File: config.mk
export PLATFORM = sky130hd
export DESIGN_NAME = demux8_buffered
export DESIGN_NICKNAME = d
export VERILOG_FILES = /design/src/rtl/demux8_buffered.sv
export SDC_FILE = /design/constraint.sdc
export NUM_CORES = 1
export LEC_CHECK = 0
export CELL_PAD_IN_SITES_DETAIL_PLACEMENT = 1
export CELL_PAD_IN_SITES_GLOBAL_PLACEMENT = 1
export CORE_MARGIN = 2
export CORE_UTILIZATION = 35
export CTS_BUF_LIST = sky130_fd_sc_hd__clkbuf_2
export CTS_CLUSTER_DIAMETER = 100
export DETAILED_ROUTE_END_ITERATION = 16
export HOLD_SLACK_MARGIN = 0.06
export PLACE_DENSITY = 0.81
export SYNTH_ARGS = -nofsm -noshare
export SYNTH_HDL_FRONTEND = slang
export SYNTH_SLANG_ARGS = --single-unit
File: constraint.sdc
create_clock -name clk -period 16.52 [get_ports clk]
set_input_delay 3.304 -clock clk [delete_from_list [all_inputs] [get_ports clk]]
set_output_delay 3.304 -clock clk [all_outputs]
set_load 0.02 [all_outputs]
File: src/rtl/demux8_buffered.sv
// 1-to-8 steering block: one producer stream routed by in_sel to one of eight
// consumer lanes, each with a one-entry output register and its own handshake.
module demux8_buffered #(
  parameter int N = 32
) (
  input  logic         clk,
  input  logic         rst,
  input  logic [N-1:0] in_data,
  input  logic [2:0]   in_sel,
  input  logic         in_valid,
  output logic         in_ready,
  input  logic         flush,
  output logic [N-1:0] out_data0,
  output logic [N-1:0] out_data1,
  output logic [N-1:0] out_data2,
  output logic [N-1:0] out_data3,
  output logic [N-1:0] out_data4,
  output logic [N-1:0] out_data5,
  output logic [N-1:0] out_data6,
  output logic [N-1:0] out_data7,
  output logic [7:0]   out_valid,
  input  logic [7:0]   out_ready,
  output logic         busy,
  output logic [15:0]  xfer_count
);

  // Handshake: a beat moves when valid & ready are both high at a rising edge.
  // Producer holds data/sel while valid is high until accepted; each lane holds
  // its data while out_valid[k] is high until out_ready[k] takes it.

  logic         in_fire;
  logic [7:0]   lane_valid;
  logic [N-1:0] lane_data [8];

  // Only the selected lane gates acceptance, so a stalled lane never blocks others.
  assign in_ready = !rst && !flush && (!lane_valid[in_sel] || out_ready[in_sel]);
  assign in_fire  = in_valid && in_ready;

  for (genvar k = 0; k < 8; k++) begin : g_lane
    logic         v_q;
    logic [N-1:0] d_q;
    logic         wr;
    logic         drain;

    assign wr    = in_fire && (in_sel == 3'(k));
    assign drain = v_q && out_ready[k];

    always_ff @(posedge clk or posedge rst) begin
      if (rst) begin
        v_q <= 1'b0;
        d_q <= '0;
      end else if (flush) begin
        v_q <= 1'b0;
      end else if (wr) begin
        v_q <= 1'b1;
        d_q <= in_data;
      end else if (drain) begin
        v_q <= 1'b0;
      end
    end

    assign lane_valid[k] = v_q;
    assign lane_data[k]  = d_q;
  end

  always_ff @(posedge clk or posedge rst) begin
    if (rst) begin
      xfer_count <= '0;
    end else if (flush) begin
      xfer_count <= '0;
    end else if (in_fire) begin
      xfer_count <= xfer_count + 16'd1;
    end
  end

  assign out_valid = lane_valid;
  assign busy      = |lane_valid;
  assign out_data0 = lane_data[0];
  assign out_data1 = lane_data[1];
  assign out_data2 = lane_data[2];
  assign out_data3 = lane_data[3];
  assign out_data4 = lane_data[4];
  assign out_data5 = lane_data[5];
  assign out_data6 = lane_data[6];
  assign out_data7 = lane_data[7];

endmodule

* Word-level counts from Yosys, hierarchy flattened
Index checks and enable logic that the tools add are counted.
Storage, ports and cells: bits in registers 280, input port bits 47, output and inout bits 282, word-level logic and storage cells 99
Operators by class: add/sub/neg operators 1, magnitude comparators 1, equal/unequal tests 7, muxes and demuxes 30, bitwise logic cells 1, reductions and logical operators 42
Operators with widths (count):
- $mux 16 | 2
- $mux 1 | 26
- $reduce_bool 3->1 | 8
- $logic_and 1x1->1 | 19
- $add 16x1->16 const B | 1
- $reduce_and 2->1 | 8
- $eq 3x3->1 const B | 4
- $reduce_or 8->1 | 1
- $bmux 1 s3 | 2
- $eq 3x2->1 const B | 2
- $lt 3x4->1 const B | 1
- $eq 3x1->1 const B | 1
- $logic_not 1->1 | 3
- $logic_not 3->1 | 1
- $reduce_bool 2->1 | 1
- $logic_or 1x1->1 | 1
- $not 1->1 | 1

* Logic depth before layout (Yosys ltp)
Gate-level depths: netlist of the first run.
word-level depth 9, mapped depth 7, gate-level depth less buffers 5

* Least setup slack after synthesis of the first run
Ideal clock, no wire load.
path type input to output, from in out_ready[2], to out in_ready, arrival time 4.575 ns, required time 13.216 ns, slack 8.641 ns, stages 5, cells stage by stage nand2b_1 > mux4_2 > mux2i_1 > clkbuf_1 > nor3_1
On the way: longest elaborated chain between the ends 4
RTL lines:
- start, declared | line 22 | input logic [7:0] out_ready,
- $bmux 1 s3 | line 36 | assign in_ready = !rst && !flush && (!lane_valid[in_sel] || out_ready[in_sel]);
- $mux 1 (implied by the code) | line 36
- $logic_or 1x1->1 | line 36
- $logic_and 1x1->1 | line 36
- end, declared | line 11 | output logic in_ready,
Every way passes these cells. The select of a mux whose other input is x is not followed.

* Worst setup path after layout of the first run
from in in_sel[0], to out in_ready
On the way: longest elaborated chain between the ends 5, elaborated cells on any way between the ends 7
RTL lines:
- start, declared | line 9 | input logic [2:0] in_sel,
- $bmux 1 s3 | line 36
- $mux 1 (implied by the code) | line 36
- $logic_not 1->1 | line 36
- $logic_or 1x1->1 (*) | line 36
- $logic_and 1x1->1 (*) | line 36
Mark *: on every way between the ends. The rest lies on a longest branch, timed or not. The select of a mux whose other input is x is not followed.

==> out/summary.md, run 1 <==
The number of global-route vias before repair was 8246; the final critical delay including setup and external delays was 9.23 ns. For the worst-skew pair, the clock arrives at the later sink with an insertion delay of 0.85 ns. The number of enable flip-flop cells after synthesis is 0. The detailed router finished its first iteration with 296 violations. The flow ran to the end, and the final reports show no timing, DRC or antenna violations. The analysis attributes to cell leakage a power of 6.86 nW. The final count of negative-setup-slack endpoints was 0; the async set or reset register ratio after synthesis was 100%. No sink is reached through more buffers than the 3 on the longest clock path. The total die area was 32900 um2.

Effective utilization at floorplan: 35.7%. In this run the horizontal extent of the chip is 181 um. In this run the mean area of a mapped cell was 16.1 um2. The final hold slack was 0.483 ns; the fraction of the mapped netlist area in compound gates was 2.11%. The worst-case IR drop observed on VDD is 62.9 uV. Dividing the detail-routed wire length by the instance count gives 21.9 um. The aggregate global-route resource usage was 20.0%. The final critical path takes up 55.9% of the cycle.

The logs give 0 ns for the total negative slack for setup checks and 0 for the buffers inserted during post-CTS setup optimization. The tools report the pre-CTS setup slack as 7.31 ns. STA classifies the critical path endpoint as a primary output. The post-synthesis to final-layout area growth is 38.1%, and the final-report hold violation count is 0. TritonCTS built the clock tree. Counting every net in the synthesized netlist gives 734.

The largest fanout on the critical path was 13; the clock-pin slew of the registers on the worst-case setup and hold paths was 0.08 ns. The tools report the detailed-route wire length as 32700 um. The number of port buffers came out at 328.

The layout cell share with drive strength beyond 1 is 33.3%, and the count of boundary I/O pins is 329. The net count reported at finish was 1102; the share of the yosys chip area belonging to registers was 63.6%. Summed over all layers, the global routing overflow is 0. The worst setup path is launched from a primary input. The most common flop cell mapped by yosys is dfrtp_1. Via density per instance: 4.91. After legalization and detailed placement, the total HPWL measured 21400 um.

The post-synthesis sequential element count was 280; the cts-stage hold buffer count was 0. Path type of the worst setup path: primary input to primary output. Once detail routing completed, the nets flagged for antenna violations numbered 0. The library cell used most frequently in the layout, excluding fill and tap cells, is clkdlybuf4s50_1. The tools report the data required time of the worst path as 13.22 ns. The number of buffers created by CTS is 75, and the maximum number of pins on one net before global-route repair is 128. The largest individual stage delay along the critical path comes from the cell mux2i_1. The number of gates resized after CTS was 0. In this run the clock root is driven by a clkbuf_2.

The first global-routing pass estimated 50500 um of wire. The most frequent cell on the critical path was clkdlybuf4s50_1. The setup slack of the worst register-to-register path was 13.85 ns; the number of clock sinks seen by CTS was 280. Measured against the total synthesized area, the mux share comes to 28.1%. After Yosys synthesis, and, or, nand and nor cells account for 3.19% of the synthesized area. The tools report the worst-case setup margin in the final layout as 7.29 ns.

Highest clock rate: 108 MHz. The longest individual stage delay on the worst path was 0.71 ns. For the worst setup path, the data arrival time is 5.92 ns. The region available for standard cell placement spans 30800 um2.

The instance count of the mapped netlist came out at 686. Setup repair after global routing left no endpoint under its margin. Traced cell by cell, the critical path runs through clkdlybuf4s50_1 -> inv_2 -> mux4_2 -> mux2i_1 -> nor3_1 -> clkdlybuf4s50_1. The floorplan has 64 rows. Clock skew on the completed layout was measured at 0.104 ns. The tools report the number of antenna violations at the first check in global routing as 2. The total standard cell area after synthesis is 11000 um2, and the count of distinct cell types in the synthesized netlist is 38. The level count of the clock H-tree is 3. The tools report the number of detailed-routing iterations run before antenna repair as 4.

The tool flagged a number of max-cap violations equal to 0. After Yosys synthesis, full adders, half adders and majority gates account for 0.114% of the synthesized area. In the layout the commonest cells are 328 x clkdlybuf4s50_1, 280 x dfrtp_1, 191 x mux2_2. Summing over every cut layer, the via total after detailed routing is 7342. After Yosys synthesis, XOR and XNOR cells account for 0.0795% of the synthesized area.

The max-slew violation count is 0, and the measured slew at the worst slew-check pin is 1.10 ns. The congestion estimate from routability-driven global placement came to 0.746. The run gives 0 as the count of warnings emitted by yosys. Number of remaining DRC errors: 0. In this run the tightest slew margin relative to its limit is 26.4%. Dominant combinational cell family by area after synthesis: multiplexers.

Power density relative to cell area: 126 nW/um2. The tightest min-delay check is of the flip-flop to flip-flop type. Height of the chip: 181 um.
-- kinds of logic after synthesis --
family,Yosys count
mux,260
flops,280
fa+ha+maj,1
compound gates,36
xor+xnor,1
simple gates,59
buf+inv,49
-- synth_stat cells (3+ instances only) --
| library cell | count | area, um2 |
|---|---|---|
| mux2_1 | 25 | 282 |
| buf_6 | 6 | 67.6 |
| buf_2 | 13 | 65.1 |
| dfrtp_1 | 280 | 7010 |
| nand4_1 | 4 | 25.0 |
| buf_4 | 17 | 128 |
| clkbuf_1 | 7 | 26.3 |
| inv_1 | 5 | 18.8 |
| nand2_1 | 9 | 33.8 |
| mux2_2 | 191 | 2150 |
| and3_1 | 4 | 25.0 |
| o31ai_1 | 5 | 37.5 |
| nand2b_1 | 8 | 50.1 |
| o21bai_1 | 4 | 30.0 |
| o311ai_0 | 3 | 26.3 |
| mux2_4 | 40 | 601 |
| nand3_1 | 5 | 25.0 |
| and2_1 | 3 | 18.8 |
| or4_1 | 6 | 45.0 |
| nor4_1 | 3 | 18.8 |
| a21oi_1 | 11 | 55.1 |
| o21ai_0 | 9 | 45.0 |
| o41ai_1 | 3 | 26.3 |
| or3_1 | 5 | 31.3 |
| nor2_1 | 5 | 18.8 |
-- layer usage --
metal / vias to the layer above / global-route usage, % / part of all wire, %
met5: - / 0 / 0
met4: 0 / 6.08 / 2.1
met3: 62 / 7.58 / 8.0
met2: 258 / 34.9 / 51
met1: 3802 / 22.9 / 39
li1: 3220 / - / -
-- critical path: cells and delay by family --
kind | cells | cell delay, ns
mux | 2 | 1.27
buf+inv | 3 | 1.25
simple gates | 1 | 0.09
-- final timing paths --
kind,from,end,cells after the start
worst min register to register,out_data2[0]$_DFFE_PP0P_,out_data2[0]$_DFFE_PP0P_,1
worst max-delay path,in_sel[0],in_ready,6
min in group asynchronous,rst,g_lane[7].v_q$_DFFE_PP0P_,2
worst max register to register,g_lane[6].v_q$_DFFE_PP0P_,out_data5[24]$_DFFE_PP0P_,6
max in group asynchronous,rst,out_data0[17]$_DFFE_PP0P_,3
worst min-delay path,out_data2[0]$_DFFE_PP0P_,out_data2[0]$_DFFE_PP0P_,1
-- metrics by stage --
stage	total power, mW	util (%)	instance area (um2)	cells
2_1_floorplan	1.15	-	11000	686
3_3_place_gp	1.45	47.3	14600	1373
3_5_place_dp	1.47	47.3	14600	1373
4_1_cts	1.95	49.3	15200	1492
5_1_grt	2.02	49.3	15200	1494
6_report	1.92	49.3	15200	1494
-- registers in the layout, indices dropped and copies added (netlist names) --
register and cells:
out_data1 32, g_lane.v_q 8, out_data2 32, out_data0 32
out_data3 32, out_data5 32, xfer_count 16, out_data4 32
out_data6 32, out_data7 32
-- power breakdown --
part,leakage (nW),internal [mW],switching [mW]
registers,3.62,0.802,0.0632
clock network,0.479,0.187,0.284
logic,2.75,0.300,0.282
-- cell type report --
cell class	instances	area, um2
antenna	2	5.00
clock buffer	108	541
clock inverter	11	85.1
fill	3102	15600
inverter	6	30.0
multi-input combinational	357	3720
sequential	280	7010
tap	396	495
timing repair buffer	334	3330
Note: power is estimated with default switching activity, not from simulation.
==> inputs of run 2 (changes only) <==
- PLACE_DENSITY: 0.81 -> 0.84
- clock period: 16.52 -> 7.65 ns (I/O delays scaled with it)
==> run 2 against run 1 <==
Net effect: utilization rose by 0.26 points; first-iteration DRC count rose by 1.0%; sequential share of layout area fell by 0.24 points; hold slack improved by 0.0090 ns; sequential power rose by 120%; die area did not move; critical endpoint unchanged; clock skew fell by 0.0028 ns; register-to-register slack got worse by 8.9 ns; non-clock buffer count rose by 3.
==> out/summary.md, run 2 (same netlist as run 1, synthesis figures left out) <==
The run finished with clean final reports. The library cell contributing the largest single delay on the critical path was mux2i_1 (unchanged). The height of the chip came out at 181 um (unchanged). The aggregate global-route resource usage is 20.4% (was 20.0%). The power density relative to cell area is 274 nW/um2 (was 126 nW/um2).

The kind of start point of the critical path was a primary input (unchanged). The number of detailed-routing iterations run before antenna repair is 4 (unchanged), and the count of boundary I/O pins is 329 (unchanged). For the filler cell count, the log shows 3130 (was 3102).

The measured slew at the worst slew-check pin is 1.08 ns (was 1.10 ns), and the buffers inserted during post-CTS setup optimization is 0 (unchanged). For the cts-stage hold buffer count, the log shows 0 (unchanged). The worst path uses 74.2% of the clock period. The pre-CTS setup slack came out at 1.96 ns (was 7.31 ns). The number of remaining DRC errors was 0 (unchanged).

The tools report the hold path startpoint as out_data3[8]$_DFFE_PP0P_ (was out_data2[0]$_DFFE_PP0P_). The worst-case headroom to the max-slew limit is 28.0% (was 26.4%), and the longest individual stage delay on the worst path is 0.70 ns (was 0.71 ns). The layout cell share with drive strength beyond 1 came out at 33.8% (was 33.3%). The total overflow reported by the global router came out at 0 (unchanged).

The capturing element type of the critical path is a primary output (unchanged). The count of non-filler cells in the finished layout is 1507 (was 1494), and the number of global-route vias before repair is 8404 (was 8246). The instance count on the critical path is 6 (unchanged), and the final hold slack is 0.492 ns (was 0.483 ns). The number of placed instances with taps included was 1376 (was 1373). The run gives 21900 um (was 21400 um) as the half-perimeter wire length after detailed placement. The final critical delay including setup and external delays came out at 5.68 ns. Ordered cell list for the critical path: clkdlybuf4s50_1 -> inv_2 -> mux4_2 -> mux2i_1 -> nor3_1 -> clkdlybuf4s50_1 (unchanged). The most frequent cell on the critical path is clkdlybuf4s50_1 (unchanged). The horizontal extent of the die is 181 um (unchanged), and the total core area is 30800 um2 (unchanged). The number of DRC violations after detailed-routing iteration 0 was 299 (was 296); the number of port buffers was 328 (unchanged).

The most common cell after layout, fill and taps aside was clkdlybuf4s50_1 (unchanged). For the total via count in the routed design, the log shows 7437 (was 7342). The worst hold path cell count was 1 (unchanged). For the number of max-cap violations, the log shows 0 (unchanged).

Post-synthesis to final-layout area growth: 38.8% (was 38.1%). The tools report the total die area as 32900 um2 (unchanged). The critical register-to-register path endpoint is out_data7[9]$_DFFE_PP0P_ (was out_data5[24]$_DFFE_PP0P_). The first-pass GRT wire length came out at 51100 um (was 50500 um). The logs give 33200 um (was 32700 um) for the detailed-route wire length and 35.7% (unchanged) for the effective utilization at floorplan.

The count of standard-cell rows was 64 (unchanged); the largest voltage drop on the vdd net was 151 uV (was 62.9 uV). Gate family responsible for the most delay along the worst path: multiplexers (unchanged). The max-slew violation count is 0 (unchanged). The logs give 0 (unchanged) for the number of gates given a new drive strength after cts and 3 (unchanged) for the level count of the clock H-tree.

The clock-pin slew of the registers on the worst-case setup and hold paths is 0.09 ns (was 0.08 ns). The endpoint with the worst hold slack is out_data3[8]$_DFFE_PP0P_ (was out_data2[0]$_DFFE_PP0P_). The number of buffers created by CTS is 77 (was 75), and the worst reg-to-reg path cell count is 6 (unchanged).

Clock root buffer master: clkbuf_2 (unchanged). The maximum number of pins on one net before global-route repair was 149 (was 128). Commonest cells after routing, fill and taps aside: 328 x clkdlybuf4s50_1, 280 x dfrtp_1, 191 x mux2_2 (unchanged). The arrival time of data at the critical path endpoint was 4.15 ns (was 5.92 ns).

The path type of the worst setup path was primary input to primary output (unchanged). The final count of negative-setup-slack endpoints is 0 (unchanged), and the average wire per standard cell is 22.0 um (was 21.9 um). The run gives 0.82 ns (was 0.85 ns) as the clock latency at the later pin of the worst-skew pair.

The tools report the number of antenna-violating nets in the routed design as 0 (unchanged). Setup repair after global routing left no endpoint under its margin. The tools report the launch instance of the worst register-to-register path as g_lane[4].v_q$_DFFE_PP0P_ (was g_lane[6].v_q$_DFFE_PP0P_). Based on the critical path, the design can be clocked at up to 176 MHz. The clock skew was 0.101 ns (was 0.104 ns); the final-report hold violation count was 0 (unchanged). The number of buffers and inverters on the critical path is 3 (unchanged).

The worst-case setup margin in the final layout is 1.97 ns (was 7.29 ns), and the leakage power figure is 6.92 nW (was 6.86 nW). The via density per instance is 4.93 (was 4.91), and the worst-case clock buffer depth is 3 (unchanged). The logs give 4.96 ns (was 13.85 ns) for the setup slack of the worst register-to-register path and 6.12 ns (was 13.22 ns) for the data required time of the worst path. The number of clock sinks seen by CTS was 280 (unchanged); the final total power was 4.19 mW (was 1.92 mW). The type of the tightest min-delay check is flip-flop to flip-flop (unchanged). Total negative slack for setup checks: 0 ns (unchanged). Number of antenna violations at the first check in global routing: 1 (was 2).

The largest fanout on the critical path is 13 (unchanged), and the net count reported at finish is 1107 (was 1102). For the weighted congestion reported at the end of routability-driven placement, the log shows 0.765 (was 0.746). TritonCTS built the clock tree.
run 2: metal layers:
| metal | GRT usage [%] | wire length [um] | part of all wire (%) | vias up |
|---|---|---|---|---|
| met5 | 0 | 0 | 0 | - |
| met4 | 8.68 | 1100 | 3.3 | 0 |
| met3 | 7.54 | 2600 | 7.9 | 69 |
| met2 | 34.3 | 16600 | 50 | 279 |
| met1 | 23.4 | 12900 | 39 | 3858 |
| li1 | - | - | - | 3231 |
run 2: stage by stage:
stage	cell area, um2	utilization, %
3_3_place_gp	14600	47.4
2_1_floorplan	11000	-
5_1_grt	15300	49.6
3_5_place_dp	14600	47.4
4_1_cts	15300	49.6
6_report	15300	49.6
run 2: worst max-delay path by stage:
stage | start | end | slack [ns]
floorplan | rst | g_lane[0].v_q$_DFFE_PP0P_ | 2.41
CTS | in_sel[0] | in_ready | 1.95
global route | in_sel[0] | in_ready | 1.80
finish | in_sel[0] | in_ready | 1.97
global placement | in_sel[0] | in_ready | 2.05
detailed placement | in_sel[0] | in_ready | 1.96
run 2: where the power goes:
| group | internal [mW] | switching (mW) | leakage (nW) | total [mW] |
|---|---|---|---|---|
| registers | 1.73 | 0.139 | 3.62 | 1.87 |
| clock network | 0.431 | 0.629 | 0.525 | 1.06 |
| logic | 0.648 | 0.612 | 2.77 | 1.26 |
| total | 2.81 | 1.38 | 6.92 | 4.19 |
run 2: cell type report:
type                            instances  area, um2  share of cell area [%]
Tap cell                              396        495                    3.24
Clock inverter                         15        104                   0.679
Timing Repair Buffer                  337       3360                    22.0
Inverter                                6       26.3                   0.172
Multi-Input combinational cell        357       3720                    24.3
Clock buffer                          114        571                    3.73
Antenna cell                            2       5.00                  0.0327
Sequential cell                       280       7010                    45.8
run 2: worst reg2reg max path, cell delays in order (launching register included):
cell	delay, ns
dfrtp_1	0.40
nand2b_1	0.08
mux4_2	0.49
and2_1	0.25
nand3_2	0.44
buf_4	0.46
mux2_2	0.39
